### src/rtl/line_buffer_ctrl_pkg.sv
// Shared encodings for the 3x3 line-buffer controller: FSM state codes,
// top-padding codes and a small line-mask helper.
package line_buffer_ctrl_pkg;

    typedef logic [2:0] lbc_state_t;

    localparam logic [2:0] ST_IDLE      = 3'd0;
    localparam logic [2:0] ST_WAIT_LINE = 3'd1;
    localparam logic [2:0] ST_READ      = 3'd2;
    localparam logic [2:0] ST_ROW_END   = 3'd3;
    localparam logic [2:0] ST_FRAME_END = 3'd4;

    // Top padding of the read window: TOP2 zeroes rows 1 and 2, TOP1 zeroes row 2.
    localparam logic [1:0] PAD_NONE = 2'd0;
    localparam logic [1:0] PAD_TOP2 = 2'd1;
    localparam logic [1:0] PAD_TOP1 = 2'd2;

    function automatic logic [3:0] line_mask(input logic [1:0] idx);
        return 4'b0001 << idx;
    endfunction

endpackage

### src/rtl/line_buffer_ctrl.sv
// Controller for four rotating line buffers: gates camera writes, sequences
// 3x3 window reads row by row and recycles lines once they leave the window.
module line_buffer_ctrl
    import line_buffer_ctrl_pkg::*;
#(
    parameter int WIDTH  = 640,
    parameter int HEIGHT = 480
) (
    input  logic       clk,
    input  logic       rst_n,
    input  logic       in_frame_start,
    input  logic       in_pixel_valid,
    input  logic [3:0] in_full,
    input  logic       in_ready,
    output logic       ou_data_valid,
    output logic [1:0] ou_line_en_selection,
    output logic [1:0] ou_buffer_select,
    output logic       ou_rden,
    output logic [3:0] ou_re_read,
    output logic [3:0] ou_rst_line,
    output logic [1:0] ou_load_new_frame,
    output logic       ou_window_valid,
    output logic       ou_frame_done,
    output logic       ou_overflow
);

    localparam int            XW      = (WIDTH > 1) ? $clog2(WIDTH) : 1;
    localparam int            YW      = $clog2(HEIGHT + 1);
    localparam logic [XW-1:0] X_LAST  = XW'(WIDTH - 1);
    localparam logic [YW-1:0] Y_LAST  = YW'(HEIGHT - 1);
    localparam logic [YW-1:0] Y_LINES = YW'(HEIGHT);

    // Reset asserts immediately but is released only on a clock edge.
    logic [1:0] rst_sync_q;
    logic       rst_ni;

    always_ff @(posedge clk or negedge rst_n) begin
        if (!rst_n) begin
            rst_sync_q <= 2'b00;
        end else begin
            rst_sync_q <= {rst_sync_q[0], 1'b1};
        end
    end

    assign rst_ni = rst_sync_q[1];

    lbc_state_t    state_q, state_d;
    logic [1:0]    wr_line_q, wr_line_d;
    logic [XW-1:0] wr_x_q, wr_x_d;
    logic [YW-1:0] wr_y_q, wr_y_d;
    logic [XW-1:0] rd_x_q, rd_x_d;
    logic [YW-1:0] k_q, k_d;
    logic          ovf_q, ovf_d;
    logic          rden_p1_q;

    logic          frame_abort;
    logic          row_active;
    logic          row0, row1;
    logic [1:0]    k_line;
    logic [1:0]    win_sel;
    logic [1:0]    pad;
    logic [3:0]    rst_line;
    logic [3:0]    re_read;
    logic          rden;
    logic          frame_done;
    logic          wr_room, wr_block, wr_take, wr_drop;

    assign frame_abort = in_frame_start && (state_q != ST_IDLE);
    assign row_active  = (state_q == ST_WAIT_LINE) || (state_q == ST_READ) ||
                         (state_q == ST_ROW_END);
    assign row0        = (k_q == '0);
    assign row1        = (k_q == YW'(1));
    assign k_line      = k_q[1:0];
    assign win_sel     = (row0 || row1) ? 2'd0 : (k_line - 2'd2);
    assign pad         = row0 ? PAD_TOP2 : (row1 ? PAD_TOP1 : PAD_NONE);

    // Read-side FSM: row k waits for line k, reads WIDTH windows, then recycles.
    always_comb begin
        state_d    = state_q;
        rd_x_d     = rd_x_q;
        k_d        = k_q;
        rden       = 1'b0;
        re_read    = 4'h0;
        rst_line   = 4'h0;
        frame_done = 1'b0;

        case (state_q)
            ST_IDLE: begin
                if (in_frame_start) begin
                    state_d = ST_WAIT_LINE;
                end
            end
            ST_WAIT_LINE: begin
                if (in_full[k_line]) begin
                    state_d = ST_READ;
                end
            end
            ST_READ: begin
                rden = in_ready;
                if (in_ready) begin
                    if (rd_x_q == X_LAST) begin
                        rd_x_d  = '0;
                        state_d = ST_ROW_END;
                    end else begin
                        rd_x_d = rd_x_q + XW'(1);
                    end
                end
            end
            ST_ROW_END: begin
                if (row0) begin
                    re_read = line_mask(2'd0);
                end else if (row1) begin
                    re_read = line_mask(2'd0) | line_mask(2'd1);
                end else begin
                    // The oldest line leaves the window; the other two are re-read next row.
                    rst_line = line_mask(win_sel);
                    re_read  = line_mask(k_line - 2'd1) | line_mask(k_line);
                end
                k_d     = k_q + YW'(1);
                state_d = (k_q == Y_LAST) ? ST_FRAME_END : ST_WAIT_LINE;
            end
            ST_FRAME_END: begin
                rst_line   = 4'hF;
                frame_done = 1'b1;
                k_d        = '0;
                rd_x_d     = '0;
                state_d    = ST_IDLE;
            end
            default: begin
                state_d = ST_IDLE;
            end
        endcase

        if (frame_abort) begin
            rden       = 1'b0;
            re_read    = 4'h0;
            rst_line   = 4'hF;
            frame_done = 1'b0;
            k_d        = '0;
            rd_x_d     = '0;
            state_d    = ST_WAIT_LINE;
        end
    end

    // Write side: a pixel hitting a full or just-cleared line is lost and flagged.
    always_comb begin
        wr_room  = (wr_y_q < Y_LINES);
        wr_block = in_full[wr_line_q] | rst_line[wr_line_q];
        wr_take  = rst_ni & in_pixel_valid & wr_room & ~wr_block;
        wr_drop  = rst_ni & in_pixel_valid & wr_room & wr_block;

        wr_line_d = wr_line_q;
        wr_x_d    = wr_x_q;
        wr_y_d    = wr_y_q;
        ovf_d     = ovf_q | wr_drop;

        if (in_frame_start || (state_q == ST_FRAME_END)) begin
            wr_line_d = 2'd0;
            wr_x_d    = '0;
            wr_y_d    = '0;
        end else if (wr_take) begin
            if (wr_x_q == X_LAST) begin
                wr_x_d    = '0;
                wr_line_d = wr_line_q + 2'd1;
                wr_y_d    = wr_y_q + YW'(1);
            end else begin
                wr_x_d = wr_x_q + XW'(1);
            end
        end
    end

    always_ff @(posedge clk or negedge rst_ni) begin
        if (!rst_ni) begin
            state_q   <= ST_IDLE;
            wr_line_q <= 2'd0;
            wr_x_q    <= '0;
            wr_y_q    <= '0;
            rd_x_q    <= '0;
            k_q       <= '0;
            ovf_q     <= 1'b0;
            rden_p1_q <= 1'b0;
        end else begin
            state_q   <= state_d;
            wr_line_q <= wr_line_d;
            wr_x_q    <= wr_x_d;
            wr_y_q    <= wr_y_d;
            rd_x_q    <= rd_x_d;
            k_q       <= k_d;
            ovf_q     <= ovf_d;
            rden_p1_q <= rden;
        end
    end

    assign ou_data_valid        = wr_take;
    assign ou_line_en_selection = wr_line_q;
    assign ou_buffer_select     = row_active ? win_sel : 2'd0;
    assign ou_load_new_frame    = row_active ? pad : PAD_NONE;
    assign ou_rden              = rden;
    assign ou_re_read           = re_read;
    assign ou_rst_line          = rst_line;
    assign ou_window_valid      = rden_p1_q;
    assign ou_frame_done        = frame_done;
    assign ou_overflow          = ovf_q;

endmodule

### config.mk
export PLATFORM = sky130hd
export DESIGN_NAME = line_buffer_ctrl
export DESIGN_NICKNAME = d
export VERILOG_FILES = /design/src/rtl/line_buffer_ctrl_pkg.sv /design/src/rtl/line_buffer_ctrl.sv
export SDC_FILE = /design/constraint.sdc
export NUM_CORES = 1
export LEC_CHECK = 0
export CORE_MARGIN = 2
export CORE_UTILIZATION = 45
export DETAILED_ROUTE_END_ITERATION = 8
export PLACE_DENSITY = 0.64
export REMOVE_ABC_BUFFERS = 1
export SYNTH_ARGS = -nofsm -noshare
export SYNTH_HDL_FRONTEND = slang
export SYNTH_SLANG_ARGS = --single-unit
### constraint.sdc
create_clock -name clk -period 6.7 [get_ports clk]
set_clock_uncertainty 0.2 [all_clocks]
set_input_delay 1.34 -clock clk [delete_from_list [all_inputs] [get_ports clk]]
set_output_delay 1.34 -clock clk [all_outputs]
set_load 0.02 [all_outputs]
==> metrics.md, run 1 <==
| Metric | Value |
|---|---|
| Unrepaired setup endpoints after global routing | false |
| Post-CTS Resized | 0 |
| ANT cells | 0 |
| Dpl cell area | approximately 0.0032 mm^2 |
| Outcome | complete, no violations |
| Crit end category | primary output |
| Max-slew violation count | 0 |
| Setup Viol. Count Final | 0 |
| Die Span X | between 80 and 90 um |
| Htree depth | 2 |
| CTS tree | built |
| WP data arrival | 3.64 ns |
| Post-synthesis cell type count | 62 |
| Avg Synthesized Cell Area | 9.15 um^2 |
| Synth top area share | 0.402 |
| Adder-Cell Fraction of Synth Area | 0.0384 |
| EDFF count, synth | 0 |
| CP max FO | 12 |
| Ports | 28 |
| Worst vdd ir | approximately 0.12 mV |
| Hold_buf cts | 0 |
| Most frequent cells in the layout | dfrtp_1 (46), nand2_1 (31), clkdlybuf4s50_1 (27) |
| Vias per cell | 5.94 |
| Nets | about 360 |
| Postcts setup bufs | 0 |
| Filler instances | 590 |
| Final hold vios | 0 |
| Xor/xnor share of the synthesized area | 0.0239 |
| Via count | 2481 |
| Die ar. | between 0.007 and 0.008 mm^2 |
| Area grow syn2layout | 13.8% |
| Total gr overflow | 0 |
| Syn Std Cell Area | 0.00293 mm^2 |
| Data required time of the worst path | 5.16 ns |
| Vias in the first global route | between 2k and 2.5k |
| Count of input and output buffers | 27 |
| Core ar. | around 0.0063 mm^2 |
| R2R setup slack | approximately 3.9 ns |
| Die Span Y | between 80 and 90 um |
| Post-route ant nets | 0 |
| Synth area leader | dfrtp_1 |
| Final Cycle Share | 0.774 |
| DRT Pass-1 Iters | 4 |
| Tightest Pin Transition | about 1.0 ns |
| Post-route minimum period | between 5 and 6 ns |
| First-pass GRT wire length | around 11000 um |
| Clk sink count | 47 |
| Num CTS Buffers | 5 |
| CTS Buffer Depth | 2 |
| Power per cell area | 216 mW/mm^2 |
| Post-route cell area | 0.00333 mm^2 |
| Clock Pin Slew Worst Setup and Hold Paths | ~0.080 ns |
| Mux cell area share after synthesis | 0.0214 |
| Initial antenna violation count | 0 |
| Largest family of logic cells by synthesized area | simple AND/OR/NAND/NOR gates |
| Setup TNS | 0 ns |
| Crit path from | in_frame_start |
| Wire per inst | between 10 and 15 um |
| Synth top area cells | dfrtp_1 (40%), nand2_1 (4.0%), ha_1 (3.8%), a21oi_1 (3.4%), nand3_1 (3.4%) |
| Startpoint Class | input port |
| Max_slew headroom | 0.298 |
| Ys flop type | dfrtp_1 |
| Compound-Gate Fraction of Synth Area | 0.176 |
| DRC | 0 |
| CP Class | in2out |
| Synth warnings | 0 |
| Share of cells above drive strength 1 | 0.0762 |
| Floorplan row count | 29 |
| DRT iter0 DRCs | approximately 120 |
| Synthesized flop and latch total | between 40 and 50 |
| RePlAce Congestion | 0.801 |
| Starting density of the core | 0.464 |
| Leak | 1.31 nW |
| Hold WC Path Type | reg2reg |
| Seq/Total Area, Yosys | 0.402 |
| Core Util, Final | 0.528 |
| Reg area | between 0.001 and 0.0015 mm^2 |
| Post-detail-place hpwl | 4300 um |
| Commonest non-fill, non-tap cell in the layout | dfrtp_1 |
| Max_cap viols | 0 |
| Synthesized instance count | 320 |
| Root buffer cell | clkbuf_8 |
| Min-delay src | rst_sync_q[0] |
| Wirelength, routed | roughly 6200 um |
| Pin count of the biggest net entering global routing | between 40 and 50 |
| Worst r2r src | k_q[0] |
| Ys async rst share | 1.00 |
| GRT Resource Usage Total | 0.185 |
| Clk_lat worst skew | roughly 0.30 ns |
| F_max | 193 MHz |
| Multi-input logic area | ~0.0016 mm^2 |
| Post-synthesis simple-gate area fraction | 0.292 |
-- final timing paths --
kind / end / depth (start not counted)
setup / recovery: ou_data_valid / 6
hold / removal: rst_sync_q[1] / 0
setup reg to reg: wr_x_q[4] / 8
hold reg to reg: rst_sync_q[1] / 0
max in group asynchronous: rst_sync_q[1] / 1
min in group asynchronous: wr_y_q[7] / 1
-- cell type report --
class	count	area share
clock buffers	6	0.0218
clock inverters	2	0.0180
inverters	6	0.00676
multi-input cells	251	0.486
flip-flops and latches	47	0.353
well taps	77	0.0289
repair buffers	29	0.0856
-- cell families after synthesis --
| group | count (synthesis) |
|---|---|
| simple gates | 151 |
| compound gates | 78 |
| flops | 47 |
| buf+inv | 22 |
| fa+ha+maj | 9 |
| xor+xnor | 8 |
| mux | 4 |
| other cells | 1 |
-- stage by stage --
step	hold slack (ns)	power, mW	worst slack, ns	std cells
4_1_cts	0.173	0.731	1.54	418
5_1_grt	0.182	0.760	1.30	418
3_5_place_dp	0.142	0.480	1.57	410
2_1_floorplan	0.131	0.424	2.78	304
6_report	0.170	0.721	1.52	418
3_3_place_gp	0.134	0.478	1.61	410
-- report_power, final --
| part | internal [mW] | switching, mW |
|---|---|---|
| Combinational | 0.0629 | 0.0917 |
| Clock | 0.149 | 0.0973 |
| Sequential | 0.298 | 0.0220 |
-- synth_stat cells, drive strengths merged (5+ instances only) --
library cell	count
buf	11
nor4	6
nor3	11
or4	13
xor2	8
a21oi	20
nor2	22
nand2	32
o31ai	11
inv	6
clkbuf	5
and3	6
dfrtp	47
nand2b	6
nand3	20
nand4	9
and2	5
o21ai	25
ha	9
-- critical path, stage by stage --
cell	delay, ns
clkdlybuf4s50_1	0.63
o21ai_2	0.20
nor4b_2	0.55
nand2_1	0.20
inv_1	0.11
clkdlybuf4s50_1	0.61
-- sequential cells by signal, summed over array words and instances (netlist names) --
name,cells
wr_y_q,9
ou_window_valid,1
ou_overflow,1
wr_x_q,10
ou_line_en_selection,2
rd_x_q,10
state_q,3
k_q,9
rst_sync_q,2
-- metal layers --
metal,GRT usage,wire length [um],up-vias
met4,0.0418,55,0
met5,0,0,-
met1,0.267,3110,1195
met2,0.288,2810,51
li1,-,-,1231
met3,0.0383,251,4
Note: power is estimated with default switching activity, not from simulation.
==> run 2, diff against run 1 <==
- PLACE_DENSITY: 0.64 -> 0.67
- clock period: 6.7 -> 4.51 ns (I/O delays scaled with it)
==> run 2 against run 1 <==
  * Final area increased by 0.68%
  * Worst setup slack got worse by 1.0 ns
  * First-iteration DRC count increased by 3.3%
  * Die area unchanged
  * Largest cell class unchanged
  * Critical path type unchanged
  * Wire length increased by 3.3%
  * Power increased by 49%
  * Sequential power increased by 48%
  * Critical endpoint unchanged
==> metrics.md, run 2 (synthesis results as in run 1) <==
| Metric | Value |
|---|---|
| Via count | 2488 (was 2481) |
| Setup Viol. Count Final | 0 (unchanged) |
| Post-route ant nets | 0 (unchanged) |
| Ports | 28 (unchanged) |
| Max-slew violation count | 0 (unchanged) |
| DRC | 0 (unchanged) |
| Nets | 361 (was 358) |
| Max_slew headroom | 0.290 (was 0.298) |
| Root buffer cell | clkbuf_8 (unchanged) |
| Max_cap viols | 0 (unchanged) |
| Crit end category | primary output (unchanged) |
| Final Cycle Share | 0.886 |
| Die Span X | 84.7 um (unchanged) |
| ANT cells | 0 (unchanged) |
| Initial antenna violation count | 0 (unchanged) |
| Vias in the first global route | 2374 (was 2288) |
| Floorplan row count | 29 (unchanged) |
| Unrepaired setup endpoints after global routing | false (unchanged) |
| Pin count of the biggest net entering global routing | 46 (unchanged) |
| Starting density of the core | 0.464 (unchanged) |
| Worst vdd ir | 0.141 mV (was 0.118 mV) |
| Htree depth | 2 (unchanged) |
| Clock Pin Slew Worst Setup and Hold Paths | 0.08 ns (about the same) |
| Post-route minimum period | around 4 ns |
| Reg area | 0.00118 mm^2 (unchanged) |
| DRT iter0 DRCs | 126 (was 122) |
| Post-detail-place hpwl | 4480 um (was 4300 um) |
| Wire per inst | 15.3 um (was 14.9 um) |
| Outcome | complete, no violations (unchanged) |
| Clk sink count | 47 (unchanged) |
| Final hold vios | 0 (unchanged) |
| Core Util, Final | 0.531 (was 0.528) |
| Share of cells above drive strength 1 | 0.0843 (was 0.0762) |
| Filler instances | 627 (was 590) |
| Vias per cell | 5.91 (was 5.94) |
| Area grow syn2layout | 14.5% (was 13.8%) |
| Die ar. | 0.00717 mm^2 (unchanged) |
| Data required time of the worst path | 3.41 ns (was 5.16 ns) |
| CTS tree | built (unchanged) |
| Clk_lat worst skew | 0.30 ns (about the same) |
| Postcts setup bufs | 0 (unchanged) |
| Most frequent cells in the layout | dfrtp_1 (46), nand2_1 (31), clkdlybuf4s50_1 (27) (unchanged) |
| Hold WC Path Type | reg2reg (unchanged) |
| F_max | around 250 MHz |
| Startpoint Class | input port (unchanged) |
| Core ar. | 0.00631 mm^2 (unchanged) |
| RePlAce Congestion | 0.816 (was 0.801) |
| Wirelength, routed | 6430 um (was 6220 um) |
| WP data arrival | 2.90 ns (was 3.64 ns) |
| CTS Buffer Depth | 2 (unchanged) |
| Multi-input logic area | 0.00162 mm^2 (unchanged) |
| Count of input and output buffers | 27 (unchanged) |
| Leak | 1.33 nW (was 1.31 nW) |
| DRT Pass-1 Iters | 5 (was 4) |
| Commonest non-fill, non-tap cell in the layout | dfrtp_1 (unchanged) |
| Post-CTS Resized | 0 (unchanged) |
| Setup TNS | 0 ns (unchanged) |
| First-pass GRT wire length | 11300 um (was 11000 um) |
| CP max FO | 3 (was 12) |
| Tightest Pin Transition | 1.06 ns (was 1.05 ns) |
| Total gr overflow | 0 (unchanged) |
| GRT Resource Usage Total | 0.191 (was 0.185) |
| CP Class | in2out (unchanged) |
| Power per cell area | 320 mW/mm^2 (was 216 mW/mm^2) |
| Die Span Y | 84.7 um (unchanged) |
| Biggest regs | rd_x_q (10), wr_x_q (10) (unchanged) |
| Hold_buf cts | 0 (unchanged) |
| Num CTS Buffers | 5 (unchanged) |
-- run 2: cell types whose count changed in the layout (fill, tap and decap cells not counted) --
cell   before  now
buf_4       2    5
-- run 2: power breakdown --
part | internal (mW) | switching, mW | total, mW
combinational | 0.0954 | 0.138 | 0.233
clock | 0.222 | 0.145 | 0.367
sequential | 0.442 | 0.0327 | 0.475
-- run 2: final cells by class --
type,instances,share of cell area
Clock buffer,6,0.0216
Clock inverter,2,0.0179
Inverter,6,0.00671
Multi-Input combinational cell,251,0.482
Sequential cell,47,0.351
Tap cell,77,0.0287
Timing Repair Buffer,32,0.0918
-- run 2: metrics by stage --
stage | total power [mW] | std cells | cell area [um^2] | setup slack [ns] | hold slack [ns]
2_1_floorplan | 0.629 | 304 | 2820 | 1.02 | 0.131
3_3_place_gp | 0.713 | 413 | 3220 | 0.571 | 0.135
3_5_place_dp | 0.717 | 413 | 3220 | 0.525 | 0.137
4_1_cts | 1.09 | 421 | 3350 | 0.517 | 0.158
5_1_grt | 1.14 | 421 | 3350 | 0.337 | 0.160
6_report | 1.07 | 421 | 3350 | 0.512 | 0.153
-- run 2: worst max-delay path: stages --
cell and delay, ns:
clkdlybuf4s50_1 0.41, mux2_4 0.28, a211oi_2 0.27, a311o_1 0.21, nand2_1 0.11, inv_1 0.09
clkdlybuf4s50_1 0.60
-- run 2: final timing paths --
kind,end,depth (start not counted),from,slack (ns)
max,ou_data_valid,7,in_full[0],0.51
min,rst_sync_q[1],0,rst_sync_q[0],0.15
max reg2reg,wr_x_q[6],8,k_q[0],1.66
min reg2reg,rst_sync_q[1],0,rst_sync_q[0],0.15
max in group asynchronous,rst_sync_q[1],1,rst_n,3.42
min in group asynchronous,rd_x_q[2],1,rst_sync_q[1],0.18
-- run 2: routing by layer --
metal  vias up  global-route usage  wire length [um]
li1       1237                   -                 -
met1      1199               0.276              3270
met2        46               0.293              2880
met3         6              0.0334               191
met4         0              0.0592                89
met5         -                   0                 0
==> run 3, diff against run 2 <==
- GPL_ROUTABILITY_DRIVEN: unset -> 0
==> results of run 3 <==
Final layout, timing and power as in run 2 (identical DEF).
